`src/rtl/ps2_pkg.sv`:
```
// Shared types and Set-2 scan-code constants for the PS/2 scan-code decoder.
package ps2_pkg;

   typedef enum logic [2:0] {
      ST_IDLE,
      ST_BREAK,
      ST_EXT,
      ST_EXT_BREAK,
      ST_SKIP
   } state_e;

   localparam logic [7:0] SC_BREAK   = 8'hF0;
   localparam logic [7:0] SC_EXT     = 8'hE0;
   localparam logic [7:0] SC_PAUSE   = 8'hE1;
   localparam logic [7:0] SC_SHIFT_L = 8'h12;
   localparam logic [7:0] SC_SHIFT_R = 8'h59;
   localparam logic [7:0] SC_CTRL    = 8'h14;
   localparam logic [7:0] SC_CAPS    = 8'h58;

   // Bytes following E1 that belong to the Pause make sequence.
   localparam logic [2:0] PAUSE_SKIP_LEN = 3'd7;

endpackage

```
`src/rtl/ps2_scancode_decoder_if.sv`:
```
// Byte-in / character-out bundle between the PS/2 receiver, the decoder and the keyboard register.
interface ps2_scancode_decoder_if;
   logic [7:0] scanCode;
   logic       scanCodeReady;
   logic [7:0] ascii;
   logic       asciiValid;
   logic       asciiReady;
   logic       capsLock;
   logic       overflow;

   modport master (
      output scanCode, scanCodeReady, asciiReady,
      input  ascii, asciiValid, capsLock, overflow
   );

   modport slave (
      input  scanCode, scanCodeReady, asciiReady,
      output ascii, asciiValid, capsLock, overflow
   );
endinterface

```
`src/rtl/ps2_set2_ascii_rom.sv`:
```
// Combinational Set-2 make-code to ASCII lookup with shift, caps and ctrl applied.
module ps2_set2_ascii_rom (
   input  logic [7:0] code_i,
   input  logic       shift_i,
   input  logic       caps_i,
   input  logic       ctrl_i,
   output logic [7:0] ascii_o,
   output logic       mapped_o
);
   logic [17:0] ent_s;
   logic        letter_s;
   logic [7:0]  lo_s;
   logic [7:0]  hi_s;

   // Table entry: {mapped, letter, unshifted char, shifted char}.
   always_comb begin
      case (code_i)
         8'h1C: ent_s = {2'b11, 8'h61, 8'h41};
         8'h32: ent_s = {2'b11, 8'h62, 8'h42};
         8'h21: ent_s = {2'b11, 8'h63, 8'h43};
         8'h23: ent_s = {2'b11, 8'h64, 8'h44};
         8'h24: ent_s = {2'b11, 8'h65, 8'h45};
         8'h2B: ent_s = {2'b11, 8'h66, 8'h46};
         8'h34: ent_s = {2'b11, 8'h67, 8'h47};
         8'h33: ent_s = {2'b11, 8'h68, 8'h48};
         8'h43: ent_s = {2'b11, 8'h69, 8'h49};
         8'h3B: ent_s = {2'b11, 8'h6A, 8'h4A};
         8'h42: ent_s = {2'b11, 8'h6B, 8'h4B};
         8'h4B: ent_s = {2'b11, 8'h6C, 8'h4C};
         8'h3A: ent_s = {2'b11, 8'h6D, 8'h4D};
         8'h31: ent_s = {2'b11, 8'h6E, 8'h4E};
         8'h44: ent_s = {2'b11, 8'h6F, 8'h4F};
         8'h4D: ent_s = {2'b11, 8'h70, 8'h50};
         8'h15: ent_s = {2'b11, 8'h71, 8'h51};
         8'h2D: ent_s = {2'b11, 8'h72, 8'h52};
         8'h1B: ent_s = {2'b11, 8'h73, 8'h53};
         8'h2C: ent_s = {2'b11, 8'h74, 8'h54};
         8'h3C: ent_s = {2'b11, 8'h75, 8'h55};
         8'h2A: ent_s = {2'b11, 8'h76, 8'h56};
         8'h1D: ent_s = {2'b11, 8'h77, 8'h57};
         8'h22: ent_s = {2'b11, 8'h78, 8'h58};
         8'h35: ent_s = {2'b11, 8'h79, 8'h59};
         8'h1A: ent_s = {2'b11, 8'h7A, 8'h5A};
         8'h16: ent_s = {2'b10, 8'h31, 8'h21};
         8'h1E: ent_s = {2'b10, 8'h32, 8'h40};
         8'h26: ent_s = {2'b10, 8'h33, 8'h23};
         8'h25: ent_s = {2'b10, 8'h34, 8'h24};
         8'h2E: ent_s = {2'b10, 8'h35, 8'h25};
         8'h36: ent_s = {2'b10, 8'h36, 8'h5E};
         8'h3D: ent_s = {2'b10, 8'h37, 8'h26};
         8'h3E: ent_s = {2'b10, 8'h38, 8'h2A};
         8'h46: ent_s = {2'b10, 8'h39, 8'h28};
         8'h45: ent_s = {2'b10, 8'h30, 8'h29};
         8'h0E: ent_s = {2'b10, 8'h60, 8'h7E};
         8'h4E: ent_s = {2'b10, 8'h2D, 8'h5F};
         8'h55: ent_s = {2'b10, 8'h3D, 8'h2B};
         8'h54: ent_s = {2'b10, 8'h5B, 8'h7B};
         8'h5B: ent_s = {2'b10, 8'h5D, 8'h7D};
         8'h5D: ent_s = {2'b10, 8'h5C, 8'h7C};
         8'h4C: ent_s = {2'b10, 8'h3B, 8'h3A};
         8'h52: ent_s = {2'b10, 8'h27, 8'h22};
         8'h41: ent_s = {2'b10, 8'h2C, 8'h3C};
         8'h49: ent_s = {2'b10, 8'h2E, 8'h3E};
         8'h4A: ent_s = {2'b10, 8'h2F, 8'h3F};
         8'h29: ent_s = {2'b10, 8'h20, 8'h20};
         8'h5A: ent_s = {2'b10, 8'h0D, 8'h0D};
         8'h66: ent_s = {2'b10, 8'h08, 8'h08};
         8'h0D: ent_s = {2'b10, 8'h09, 8'h09};
         8'h76: ent_s = {2'b10, 8'h1B, 8'h1B};
         default: ent_s = 18'd0;
      endcase
   end

   assign {mapped_o, letter_s, lo_s, hi_s} = ent_s;

   // Ctrl folds letters onto 0x01-0x1A; caps only flips letter case.
   always_comb begin
      if (letter_s) begin
         if (ctrl_i) begin
            ascii_o = lo_s - 8'h60;
         end else if (shift_i ^ caps_i) begin
            ascii_o = hi_s;
         end else begin
            ascii_o = lo_s;
         end
      end else if (shift_i) begin
         ascii_o = hi_s;
      end else begin
         ascii_o = lo_s;
      end
   end
endmodule

```
`src/rtl/ps2_scancode_decoder.sv`:
```
// Set-2 scan-code stream to ASCII: prefix FSM, modifier tracking, one-stage lookup and character FIFO.
module ps2_scancode_decoder
   import ps2_pkg::*;
#(
   parameter int FIFO_DEPTH = 4
) (
   input logic                   clk,
   input logic                   rst,
   ps2_scancode_decoder_if.slave bus
);
   localparam int AW = $clog2(FIFO_DEPTH);
   localparam logic [AW:0] PTR_ONE = {{AW{1'b0}}, 1'b1};

   state_e      state_q, state_d;
   logic [2:0]  skip_q, skip_d;
   logic        shift_l_q, shift_l_d, shift_r_q, shift_r_d;
   logic        ctrl_l_q, ctrl_l_d, ctrl_r_q, ctrl_r_d;
   logic        caps_held_q, caps_held_d, caps_lock_q, caps_lock_d;
   logic        emit_q, emit_d;
   logic [7:0]  emit_char_q, emit_char_d;
   logic [AW:0] wr_ptr_q, wr_ptr_d, rd_ptr_q, rd_ptr_d;
   logic        overflow_q, overflow_d;
   logic [7:0]  fifo_q [FIFO_DEPTH];

   logic        make_s, brk_s, ext_s, key_s;
   logic [7:0]  code_s, rom_ascii_s;
   logic        rom_mapped_s;
   logic        empty_s, full_s, pop_s, push_s;

   assign code_s = bus.scanCode;

   ps2_set2_ascii_rom u_rom (
      .code_i   (code_s),
      .shift_i  (shift_l_q | shift_r_q),
      .caps_i   (caps_lock_q),
      .ctrl_i   (ctrl_l_q | ctrl_r_q),
      .ascii_o  (rom_ascii_s),
      .mapped_o (rom_mapped_s)
   );

   // Prefix FSM: classify each received byte as make/break, normal/extended, or swallowed.
   always_comb begin
      state_d = state_q;
      skip_d  = skip_q;
      make_s  = 1'b0;
      brk_s   = 1'b0;
      ext_s   = 1'b0;
      if (bus.scanCodeReady) begin
         case (state_q)
            ST_IDLE: begin
               if (code_s == SC_BREAK) begin
                  state_d = ST_BREAK;
               end else if (code_s == SC_EXT) begin
                  state_d = ST_EXT;
               end else if (code_s == SC_PAUSE) begin
                  state_d = ST_SKIP;
                  skip_d  = PAUSE_SKIP_LEN;
               end else begin
                  make_s = 1'b1;
               end
            end
            ST_BREAK: begin
               brk_s   = 1'b1;
               state_d = ST_IDLE;
            end
            ST_EXT: begin
               if (code_s == SC_BREAK) begin
                  state_d = ST_EXT_BREAK;
               end else begin
                  make_s  = 1'b1;
                  ext_s   = 1'b1;
                  state_d = ST_IDLE;
               end
            end
            ST_EXT_BREAK: begin
               brk_s   = 1'b1;
               ext_s   = 1'b1;
               state_d = ST_IDLE;
            end
            ST_SKIP: begin
               skip_d = skip_q - 3'd1;
               if (skip_q == 3'd1) begin
                  state_d = ST_IDLE;
               end else begin
                  state_d = ST_SKIP;
               end
            end
            default: state_d = ST_IDLE;
         endcase
      end else begin
         state_d = state_q;
      end
   end

   // Modifier state and lookup register; the ROM sees modifiers as they were before this byte.
   always_comb begin
      key_s       = make_s | brk_s;
      shift_l_d   = (key_s && !ext_s && code_s == SC_SHIFT_L) ? make_s : shift_l_q;
      shift_r_d   = (key_s && !ext_s && code_s == SC_SHIFT_R) ? make_s : shift_r_q;
      ctrl_l_d    = (key_s && !ext_s && code_s == SC_CTRL) ? make_s : ctrl_l_q;
      ctrl_r_d    = (key_s && ext_s && code_s == SC_CTRL) ? make_s : ctrl_r_q;
      caps_held_d = (key_s && !ext_s && code_s == SC_CAPS) ? make_s : caps_held_q;
      caps_lock_d = caps_lock_q ^ (make_s && !ext_s && code_s == SC_CAPS && !caps_held_q);
      emit_d      = make_s && !ext_s && rom_mapped_s;
      emit_char_d = rom_ascii_s;
   end

   // FIFO control: a pop frees the slot a same-cycle push into a full FIFO needs.
   always_comb begin
      empty_s    = (wr_ptr_q == rd_ptr_q);
      full_s     = (wr_ptr_q[AW] != rd_ptr_q[AW]) && (wr_ptr_q[AW-1:0] == rd_ptr_q[AW-1:0]);
      pop_s      = !empty_s && bus.asciiReady;
      push_s     = emit_q && (!full_s || pop_s);
      wr_ptr_d   = push_s ? (wr_ptr_q + PTR_ONE) : wr_ptr_q;
      rd_ptr_d   = pop_s ? (rd_ptr_q + PTR_ONE) : rd_ptr_q;
      overflow_d = overflow_q | (emit_q && full_s && !pop_s);
   end

   // State registers with synchronous reset.
   always_ff @(posedge clk) begin
      if (rst) begin
         state_q     <= ST_IDLE;
         skip_q      <= 3'd0;
         shift_l_q   <= 1'b0;
         shift_r_q   <= 1'b0;
         ctrl_l_q    <= 1'b0;
         ctrl_r_q    <= 1'b0;
         caps_held_q <= 1'b0;
         caps_lock_q <= 1'b0;
         emit_q      <= 1'b0;
         emit_char_q <= 8'h00;
         wr_ptr_q    <= {(AW+1){1'b0}};
         rd_ptr_q    <= {(AW+1){1'b0}};
         overflow_q  <= 1'b0;
      end else begin
         state_q     <= state_d;
         skip_q      <= skip_d;
         shift_l_q   <= shift_l_d;
         shift_r_q   <= shift_r_d;
         ctrl_l_q    <= ctrl_l_d;
         ctrl_r_q    <= ctrl_r_d;
         caps_held_q <= caps_held_d;
         caps_lock_q <= caps_lock_d;
         emit_q      <= emit_d;
         emit_char_q <= emit_char_d;
         wr_ptr_q    <= wr_ptr_d;
         rd_ptr_q    <= rd_ptr_d;
         overflow_q  <= overflow_d;
      end
   end

   // Character storage; contents are don't-care outside the valid window.
   always_ff @(posedge clk) begin
      if (push_s) begin
         fifo_q[wr_ptr_q[AW-1:0]] <= emit_char_q;
      end
   end

   assign bus.ascii      = empty_s ? 8'h00 : fifo_q[rd_ptr_q[AW-1:0]];
   assign bus.asciiValid = !empty_s;
   assign bus.capsLock   = caps_lock_q;
   assign bus.overflow   = overflow_q;
endmodule
```
`src/flat_wrapper.sv`:
```
// flat-port wrapper written by rule: the top's interface ports become plain ports
module ps2_scancode_decoder_flat import ps2_pkg::*;
#(
   parameter int FIFO_DEPTH = 4
)
  (clk, rst, bus_scanCode, bus_scanCodeReady, bus_asciiReady, bus_ascii, bus_asciiValid, bus_capsLock, bus_overflow);
  ps2_scancode_decoder_if bus_i ();
  input logic clk;
  input logic rst;
  input wire logic [$bits(bus_i.scanCode)-1:0] bus_scanCode;
  input wire logic [$bits(bus_i.scanCodeReady)-1:0] bus_scanCodeReady;
  input wire logic [$bits(bus_i.asciiReady)-1:0] bus_asciiReady;
  output wire logic [$bits(bus_i.ascii)-1:0] bus_ascii;
  output wire logic [$bits(bus_i.asciiValid)-1:0] bus_asciiValid;
  output wire logic [$bits(bus_i.capsLock)-1:0] bus_capsLock;
  output wire logic [$bits(bus_i.overflow)-1:0] bus_overflow;
  assign bus_i.scanCode = bus_scanCode;
  assign bus_i.scanCodeReady = bus_scanCodeReady;
  assign bus_i.asciiReady = bus_asciiReady;
  assign bus_ascii = bus_i.ascii;
  assign bus_asciiValid = bus_i.asciiValid;
  assign bus_capsLock = bus_i.capsLock;
  assign bus_overflow = bus_i.overflow;
  ps2_scancode_decoder #(.FIFO_DEPTH(FIFO_DEPTH)) u_core (.clk(clk), .rst(rst), .bus(bus_i));
endmodule
```
`config.mk`:
```
export PLATFORM = sky130hd
export DESIGN_NAME = ps2_scancode_decoder_flat
export DESIGN_NICKNAME = d
export VERILOG_FILES = /design/src/rtl/ps2_pkg.sv /design/src/rtl/ps2_scancode_decoder_if.sv /design/src/rtl/ps2_set2_ascii_rom.sv /design/src/rtl/ps2_scancode_decoder.sv /design/src/flat_wrapper.sv
export SDC_FILE = /design/constraint.sdc
export NUM_CORES = 1
export LEC_CHECK = 0
export CAP_MARGIN = 20
export CORE_AREA = 5 5 112 114
export DETAILED_ROUTE_END_ITERATION = 12
export DIE_AREA = 0 0 117 119
export PLACE_DENSITY_LB_ADDON = 0.12
export SLEW_MARGIN = 10
export SYNTH_ARGS = -nofsm -noshare
export SYNTH_HDL_FRONTEND = slang
export SYNTH_SLANG_ARGS = --single-unit
```
`constraint.sdc`:
```
create_clock -name clk -period 2.4 [get_ports clk]
set_input_delay 0.36 -clock clk [delete_from_list [all_inputs] [get_ports clk]]
set_output_delay 0.36 -clock clk [all_outputs]
set_load 0.05 [all_outputs]
```
==> qor.yml, run 1 <==
placement:
  dp_worst_setup_slack_ns: -0.605
  io_buffer_count: 22
  dp_hpwl_microns: 11200
  gp_congestion: 0.971
  dpl.cell_count: 734
global_route:
  grt-ovfl-total: 0
  grt_pass1_wl_microns: 22800
  gr-usage-all-layers_pct: 21.0
  antenna_found_initial: 0
  grt_pass1_vias: 4291
  grt_max_degree: 30
critical_path:
  cp_max_fo: 7
  crit_chain: "dlygate4sd2_1, inv_2, ha_2, buf_4, nand2b_1, buf_4, a311o_1, o22ai_2, a2111oi_1, o31ai_1, o2111a_1"
  path_class: "in2reg"
  slowest_delay_ns: 0.39
  cpMostUsedCell: "buf_4"
  reg2reg_depth: 4
  crit_path_start_kind: "primary input"
  worstPathRequired_ns: 2.66
  slowest_stage: "a311o_1"
  cp.arrival_ns: 2.59
  worst_setup_path_end_kind: "flip-flop"
worst_hold_path:
  min_path_cells: 2
  hp-class: "reg2reg"
detailed_routing:
  drt_first_pass_iters: 5
  routed_wl_microns: 14500
  drt_iter0_drc: 297
  drcViolationCount: 0
  wl_per_cell_microns: 19.1
  postRouteAntennaNets: 0
  viasPerCell: 5.67
  vias: 4281
clock_network:
  clkTransAtPathRegs_ns: 0.05
  cts_buffers: 9
  clock_latency_ns: 0.33
  clock_sinks: 62
  clock_path_buffers: 2
  h-tree-depth: 3
  cts_tree: "done"
  cts_root_buf: "clkbuf_16"
  hold_buffers: 0
layout:
  antenna_cells: 0
  fin_cells: 755
  layout-drive-gt1-share_pct: 31.0
  nNetsFinal: 635
  area_growth_pct: 33.3
logic_synthesis:
  yosysUniqueCellTypes: 77
  netlist_area_sq_um: 4480
  yosysWarningCount: 0
  async_flop_share_pct: 0
  synthCells: 500
  synth-edff-count: 32
  avgSynthCellArea_sq_um: 8.96
  synth_top_area_share_pct: 21.5
  ys_ff_latch: 62
  synthTopCellsByArea: "edfxtp_1 (21%), dfxtp_1 (13%), ha_1 (4.5%)"
  ys_top_cells_by_count: "nor2_1 (44), a21oi_1 (32), edfxtp_1 (32)"
  synth_ff_type: "edfxtp_1"
  synth_nets: 528
  synth_most_common_cell: "nor2_1"
  synth_seq_area_share_pct: 34.9
  synth_top_cell_by_area: "edfxtp_1"
job:
  cap_violations: 0
sta:
  grt_setup_unrepaired: "yes"
  min_period_ns: 2.34
  fin_skew_ns: 0.00932
  tns_ns: 0
  hold_slack_ns: 0.477
  hold_violations: 0
  slew-limit-headroom_pct: 39.5
  fmax_ghz: 0.428
  tightest_slew_ns: 0.905
  finalSetupViolations: 0
  finalCritPeriodShare_pct: 97.3
  maxSlewViolCount: 0
  setup_ws_ns: 0.0644
floorplanning:
  io_pins: 23
  die-area_sq_um: 13900
  coreArea_sq_um: 11300
  start_util_pct: 39.6
  die_x_microns: 117
  die_height_microns: 119
  rows: 39
pwr:
  power_density_nw_per_um2: 514
  power_mw: 3.07
  p_leak_nw: 2.37
  peakVddDrop_mv: 0.400
run_status:
  status: "completed"
## worst max-delay path: cells and delay by family
| kind | cells | cell delay (ns) |
|---|---|---|
| AO/OA/AOI/OAI | 5 | 1.13 |
| buffers and inverters | 4 | 0.71 |
| adder cells (fa/ha/maj) | 1 | 0.26 |
| AND/OR/NAND/NOR | 1 | 0.13 |
## sequential cells by signal (all words and copies together) (netlist names), named ones only
register	flops
u_core.fifo_q	32
u_core.emit_char_q	8
u_core.rd_ptr_q	3
u_core.skip_q	3
u_core.state_q	3
u_core.wr_ptr_q	3
u_core.bus.capsLock	1
u_core.bus.overflow	1
u_core.caps_held_q	1
u_core.ctrl_l_q	1
u_core.ctrl_r_q	1
u_core.emit_q	1
u_core.shift_l_q	1
u_core.shift_r_q	1
## layer usage
metal  up-vias  share of wire, %  track usage [%]
met1      2038                43             27.0
met3        33               4.8             3.30
met5         -                 0                0
met2       120                49             33.8
li1       2090                 -                -
met4         0               3.5             10.3
## path summary, 6_finish.rpt
check	start	to	slack, ns
worst max register to register	u_core.wr_ptr_q[1]	u_core.fifo_q[3][3]	0.38
worst min register to register	u_core.bus.overflow	u_core.bus.overflow	0.48
worst min-delay path	u_core.bus.overflow	u_core.bus.overflow	0.48
worst max-delay path	bus_scanCode[0]	u_core.emit_char_q[5]	0.06
## cell type report
class	instances	area, sq um
Clock buffer	10	250
Clock inverter	6	41.3
Fill cell	1093	5350
Inverter	19	71.3
Multi-Input combinational cell	377	2770
Sequential cell	62	1560
Tap cell	143	179
Timing Repair Buffer	138	1090
## logic make-up after synthesis
logic type | synth area share (%)
multiplexers | 7.68
AO/OA/AOI/OAI | 23.2
AND/OR/NAND/NOR | 22.0
buffers and inverters | 5.78
flip-flops | 34.9
XOR/XNOR | 1.96
adder cells (fa/ha/maj) | 4.47
## cell usage in the layout (no fill, tap or decap), drive strengths merged, types with 12 or more instances in the layout
cell / n
nor2: 44
inv: 22
nand2b: 16
nand2: 28
o211ai: 14
mux2i: 13
ha: 16
edfxtp: 32
dfxtp: 30
and2: 12
buf: 126
a21oi: 33
o21ai: 30
## stage by stage
step | cell area [sq um] | util, %
after global routing | 5970 | 52.7
after detailed placement | 5510 | 48.7
final | 5970 | 52.7
after CTS | 5880 | 51.9
after global placement | 5510 | 48.7
after floorplan | 4480 | -
## report_power, final
| part | switching, mW | internal (mW) |
|---|---|---|
| registers | 0.0128 | 1.13 |
| logic | 0.385 | 0.309 |
| clock network | 0.468 | 0.763 |
| total | 0.866 | 2.20 |
## repair_timing
action	in CTS	in global routing
endpoints found under the setup margin	10	10
endpoints found under the hold margin	0	0
buffers inserted	2	3
gates resized for setup	19	12
pin swaps	2	2
Note: power is estimated with default switching activity, not from simulation.
==> run 2, diff against run 1 <==
--- a/config.mk
+++ b/config.mk
@@ -5,6 +5,7 @@
 export SDC_FILE = /design/constraint.sdc
 export NUM_CORES = 1
 export LEC_CHECK = 0
+export ABC_AREA = 0
 export CAP_MARGIN = 20
 export CORE_AREA = 5 5 112 114
 export DETAILED_ROUTE_END_ITERATION = 12
==> constraint.sdc (replaced) <==
create_clock -name clk -period 2.25 [get_ports clk]
set_input_delay 0.3375 -clock clk [delete_from_list [all_inputs] [get_ports clk]]
set_output_delay 0.3375 -clock clk [all_outputs]
set_load 0.05 [all_outputs]
==> run 2 against run 1 <==
Net effect:
- cell count is 2.9% higher
- clock-buffer cell count up 3
- largest power group unchanged
- routed wire length up 1.7%
- die area did not move
==> qor.yml, run 2 (synthesized netlist as in run 1, its figures left out) <==
critical_path:
  cp_max_fo: 11
  slowest_stage: "or4b_4"
  path_class: "in2reg"
  worstPathRequired_ns: 2.50
  crit_chain: "clkdlybuf4s15_1, buf_4, nor2_1, nand2b_1, or4b_4, and3_4, or3_1, o211ai_1"
  crit_buf_inv: 2
  slowest_delay_ns: 0.53
  cp.arrival_ns: 2.44
  critPathTopFamily: "simple AND/OR/NAND/NOR gates"
  crit_path_start_kind: "primary input"
  worst_setup_path_end_kind: "flip-flop"
floorplanning:
  die-area_sq_um: 13900
  io_pins: 23
  rows: 39
  coreArea_sq_um: 11300
  die_height_microns: 119
  die_x_microns: 117
  start_util_pct: 39.6
global_route:
  gr-usage-all-layers_pct: 21.3
  grt_max_degree: 28
  antenna_found_initial: 0
  grt-ovfl-total: 0
  grt_pass1_wl_microns: 23200
  grt_pass1_vias: 4368
placement:
  dp_hpwl_microns: 11400
  io_buffer_count: 22
  gp_congestion: 0.969
  dp_worst_setup_slack_ns: -0.797
  place_area_sq_um: 5760
detailed_routing:
  vias: 4435
  routed_wl_microns: 14700
  drcViolationCount: 0
  postRouteAntennaNets: 0
  drt_iter0_drc: 319
  wl_per_cell_microns: 18.9
  drt_first_pass_iters: 5
  viasPerCell: 5.71
layout:
  area_growth_pct: 38.5
  layout_common_cells: "buf_4 (140), nor2_1 (41), edfxtp_1 (32)"
  nNetsFinal: 657
  antenna_cells: 0
  largest_reg_flops: 32
  final_common_cell: "buf_4"
  postLayoutCoreUtil_pct: 54.8
  layout-drive-gt1-share_pct: 33.6
  stdcell_area_sq_um: 6200
sta:
  tightest_slew_ns: 0.809
  fmax_ghz: 0.456
  finalSetupViolations: 0
  maxSlewViolCount: 0
  grt_setup_unrepaired: "yes"
  setup_ws_ns: 0.0566
  slew-limit-headroom_pct: 45.9
  min_period_ns: 2.19
  hold_violations: 0
  hold_slack_ns: 0.463
  finalCritPeriodShare_pct: 97.5
  fin_skew_ns: 0.00764
  tns_ns: 0
pwr:
  power_density_nw_per_um2: 557
  peakVddDrop_mv: 0.646
  p_leak_nw: 2.53
run_status:
  status: "completed"
worst_hold_path:
  hp-class: "reg2reg"
clock_network:
  cts_tree: "done"
  cts_root_buf: "clkbuf_16"
  clkTransAtPathRegs_ns: 0.06
  hold_buffers: 0
  clock_sinks: 62
  h-tree-depth: 3
  clock_path_buffers: 2
  cts_buffers: 9
  clock_latency_ns: 0.33
job:
  cap_violations: 0
-- run 2: changes by cell type in the layout (fill, tap and decap cells not counted), moves of 2 or more --
| cell | before | now |
|---|---|---|
| buf_4 | 122 | 140 |
| buf_6 | 1 | 5 |
| clkbuf_8 | 0 | 2 |
| dlygate4sd2_1 | 3 | 0 |
| inv_4 | 2 | 0 |
| nor2_1 | 44 | 41 |
| nor2_2 | 0 | 2 |
| nor4_1 | 5 | 8 |
| nor4_2 | 3 | 0 |
| o21ai_0 | 27 | 24 |
| o21ai_2 | 0 | 2 |
-- run 2: metrics by stage --
step / std cells / total power, mW
after floorplan: 500 / 1.64
after global placement: 757 / 1.99
after detailed placement: 757 / 1.99
after CTS: 775 / 3.46
after global routing: 777 / 3.58
final: 777 / 3.46
-- run 2: path summary, 6_finish.rpt --
| path | start | slack (ns) | cells after the start | to |
|---|---|---|---|---|
| min | u_core.bus.overflow | 0.46 | 2 | u_core.bus.overflow |
| min reg2reg | u_core.bus.overflow | 0.46 | 2 | u_core.bus.overflow |
| max | bus_scanCode[4] | 0.06 | 8 | u_core.emit_char_q[2] |
| max reg2reg | u_core.wr_ptr_q[1] | 0.20 | 4 | u_core.fifo_q[1][6] |
-- run 2: repair_timing --
action / CTS / global route
endpoints found under the setup margin: 19 / 17
pin swaps: 7 / 9
gates resized for setup: 25 / 14
setup buffers: 2 / 2
-- run 2: worst register-to-register path, cell delays in order (launching register included) --
cell and delay [ns]:
dfxtp_1 0.42, xor2_1 0.21, nor4_1 0.09, nand2b_1 0.27, nor2_1 0.67
-- run 2: power by group --
group,internal (mW),total [mW],switching (mW)
Combinational,0.357,0.783,0.425
Sequential,1.20,1.22,0.0134
Clock,0.981,1.46,0.475
Total,2.54,3.46,0.914
-- run 2: final cells by class --
type                    count  area, sq um
multi-input cells         377         2780
well taps                 143          179
fillers                  1059         5120
flip-flops and latches     62         1560
inverters                  19         75.1
repair buffers            160         1280
clock buffers              13          282
clock inverters             3         40.0
-- run 2: layer usage --
| metal | part of all wire, % | track usage [%] |
|---|---|---|
| met1 | 43 | 27.4 |
| met2 | 48 | 34.7 |
| met3 | 4.0 | 3.09 |
| met4 | 4.5 | 10.5 |
| met5 | 0 | 0 |
==> run 3, diff against run 2 <==
--- a/config.mk
+++ b/config.mk
@@ -8,9 +8,10 @@
 export ABC_AREA = 0
 export CAP_MARGIN = 20
 export CORE_AREA = 5 5 112 114
+export CTS_BUF_LIST = sky130_fd_sc_hd__clkbuf_8
 export DETAILED_ROUTE_END_ITERATION = 12
 export DIE_AREA = 0 0 117 119
-export PLACE_DENSITY_LB_ADDON = 0.12
+export PLACE_DENSITY = 0.62
 export SLEW_MARGIN = 10
 export SYNTH_ARGS = -nofsm -noshare
 export SYNTH_HDL_FRONTEND = slang
==> run 3 against run 2 <==
Net effect:
- largest cell class unchanged
- clock power down 28%
- highest routed layer unchanged
- setup slack better by 0.015 ns
- largest power group is now registers
- hold slack better by 0.018 ns
- critical path type unchanged
- sequential cell count unchanged
==> qor.yml, run 3 (synthesized netlist as in run 1, its figures left out) <==
worst_hold_path:
  hp-class: "reg2reg"
clock_network:
  clock_latency_ns: 0.33
  cts_buffers: 9
  clock_sinks: 62
  h-tree-depth: 3
  clkTransAtPathRegs_ns: 0.07
  cts_root_buf: "clkbuf_8"
  cts_tree: "done"
  clock_path_buffers: 2
  hold_buffers: 0
sta:
  grt_setup_unrepaired: "yes"
  maxSlewViolCount: 0
  finalSetupViolations: 0
  finalCritPeriodShare_pct: 96.8
  hold_violations: 0
  min_period_ns: 2.18
  tightest_slew_ns: 0.861
  setup_ws_ns: 0.0721
  fin_skew_ns: 0.0101
  tns_ns: 0
  fmax_ghz: 0.459
  slew-limit-headroom_pct: 42.4
placement:
  dp_worst_setup_slack_ns: -0.752
  dp_hpwl_microns: 11400
  dpl.cell_count: 762
  io_buffer_count: 22
  gp_congestion: 0.985
floorplanning:
  die_x_microns: 117
  coreArea_sq_um: 11300
  rows: 39
  die-area_sq_um: 13900
  die_height_microns: 119
  start_util_pct: 39.6
  io_pins: 23
run_status:
  status: "completed"
layout:
  postLayoutCoreUtil_pct: 54.6
  antenna_cells: 0
  largest_reg_flops: 32
  layout-drive-gt1-share_pct: 35.5
  nNetsFinal: 665
  final_common_cell: "buf_4"
  fin_cells: 785
  area_growth_pct: 38.0
  layout_common_cells: "buf_4 (150), nor2_1 (43), edfxtp_1 (32)"
detailed_routing:
  drt_iter0_drc: 426
  postRouteAntennaNets: 0
  wl_per_cell_microns: 19.0
  highest_layer: "met4"
  drt_first_pass_iters: 5
  met1_length_microns: 6220
  routed_wl_microns: 14900
  viasPerCell: 5.77
  dr_wl_met2_microns: 7270
  vias: 4527
  drcViolationCount: 0
  route.met3.wl_microns: 876
critical_path:
  path_class: "in2reg"
  crit_chain: "buf_8, clkinvlp_4, buf_6, ha_4, nor2b_4, a311o_1, and3_1, o31a_1, inv_1, ha_1, o21ai_1, nand2_1, o2111a_1"
  cp.arrival_ns: 2.40
  slowest_stage: "o31a_1"
  worst_setup_path_end_kind: "flip-flop"
  crit_path_start_kind: "primary input"
  worstPathRequired_ns: 2.47
  cp_max_fo: 5
  slowest_delay_ns: 0.31
pwr:
  p_leak_nw: 2.51
  power_density_nw_per_um2: 496
  peakVddDrop_mv: 0.529
  power_mw: 3.06
global_route:
  antenna_found_initial: 0
  grt_pass1_vias: 4406
  grt_pass1_wl_microns: 23400
  gr-usage-all-layers_pct: 21.4
  grt-ovfl-total: 0
  grt_max_degree: 21
job:
  cap_violations: 0
## run 3: worst max-delay path, delay by kind of cell
kind	cells	cell delay, ns
AO/OA/AOI/OAI	4	0.91
AND/OR/NAND/NOR	3	0.34
buffers and inverters	4	0.45
adder cells (fa/ha/maj)	2	0.36
## run 3: what timing repair did
item | CTS | global route
endpoints found under the hold margin | 0 | 0
buffers inserted | 0 | 6
gates cloned | 0 | 1
pin swaps | 3 | 9
gates resized for setup | 15 | 23
setup endpoints to repair | 18 | 7
## run 3: where the power goes
group / switching, mW / total, mW / leakage [nW] / internal (mW)
Combinational: 0.433 / 0.800 / 1.86 / 0.367
Clock: 0.431 / 1.05 / 0.110 / 0.617
Sequential: 0.0133 / 1.21 / 0.534 / 1.20
## run 3: cell type report
type	instances	area, sq um
inverters	19	78.8
repair buffers	168	1340
flip-flops and latches	62	1560
multi-input cells	377	2810
well taps	143	179
clock buffers	9	124
fillers	1042	5140
clock inverters	7	90.1
## run 3: final timing paths
path / startpoint / end / slack (ns) / cells past startpoint
worst max-delay path: bus_scanCode[1] / u_core.emit_char_q[6] / 0.07 / 13
worst min register to register: u_core.bus.overflow / u_core.bus.overflow / 0.48 / 2
worst max register to register: u_core.wr_ptr_q[1] / u_core.fifo_q[3][4] / 0.25 / 4
worst min-delay path: u_core.bus.overflow / u_core.bus.overflow / 0.48 / 2
## run 3: through the flow
step                hold WS (ns)  area [sq um]
global placement           0.447          5800
floorplan                  0.438          4540
global route               0.502          6180
CTS                        0.482          6030
finish                     0.481          6180
detailed placement         0.463          5800
## run 3: routing by layer
layer  GRT usage [%]  up-vias
met2            34.5      185
met5               0        -
met3            3.55       35
met4            8.96        0
li1                -     2150
met1            28.1     2157
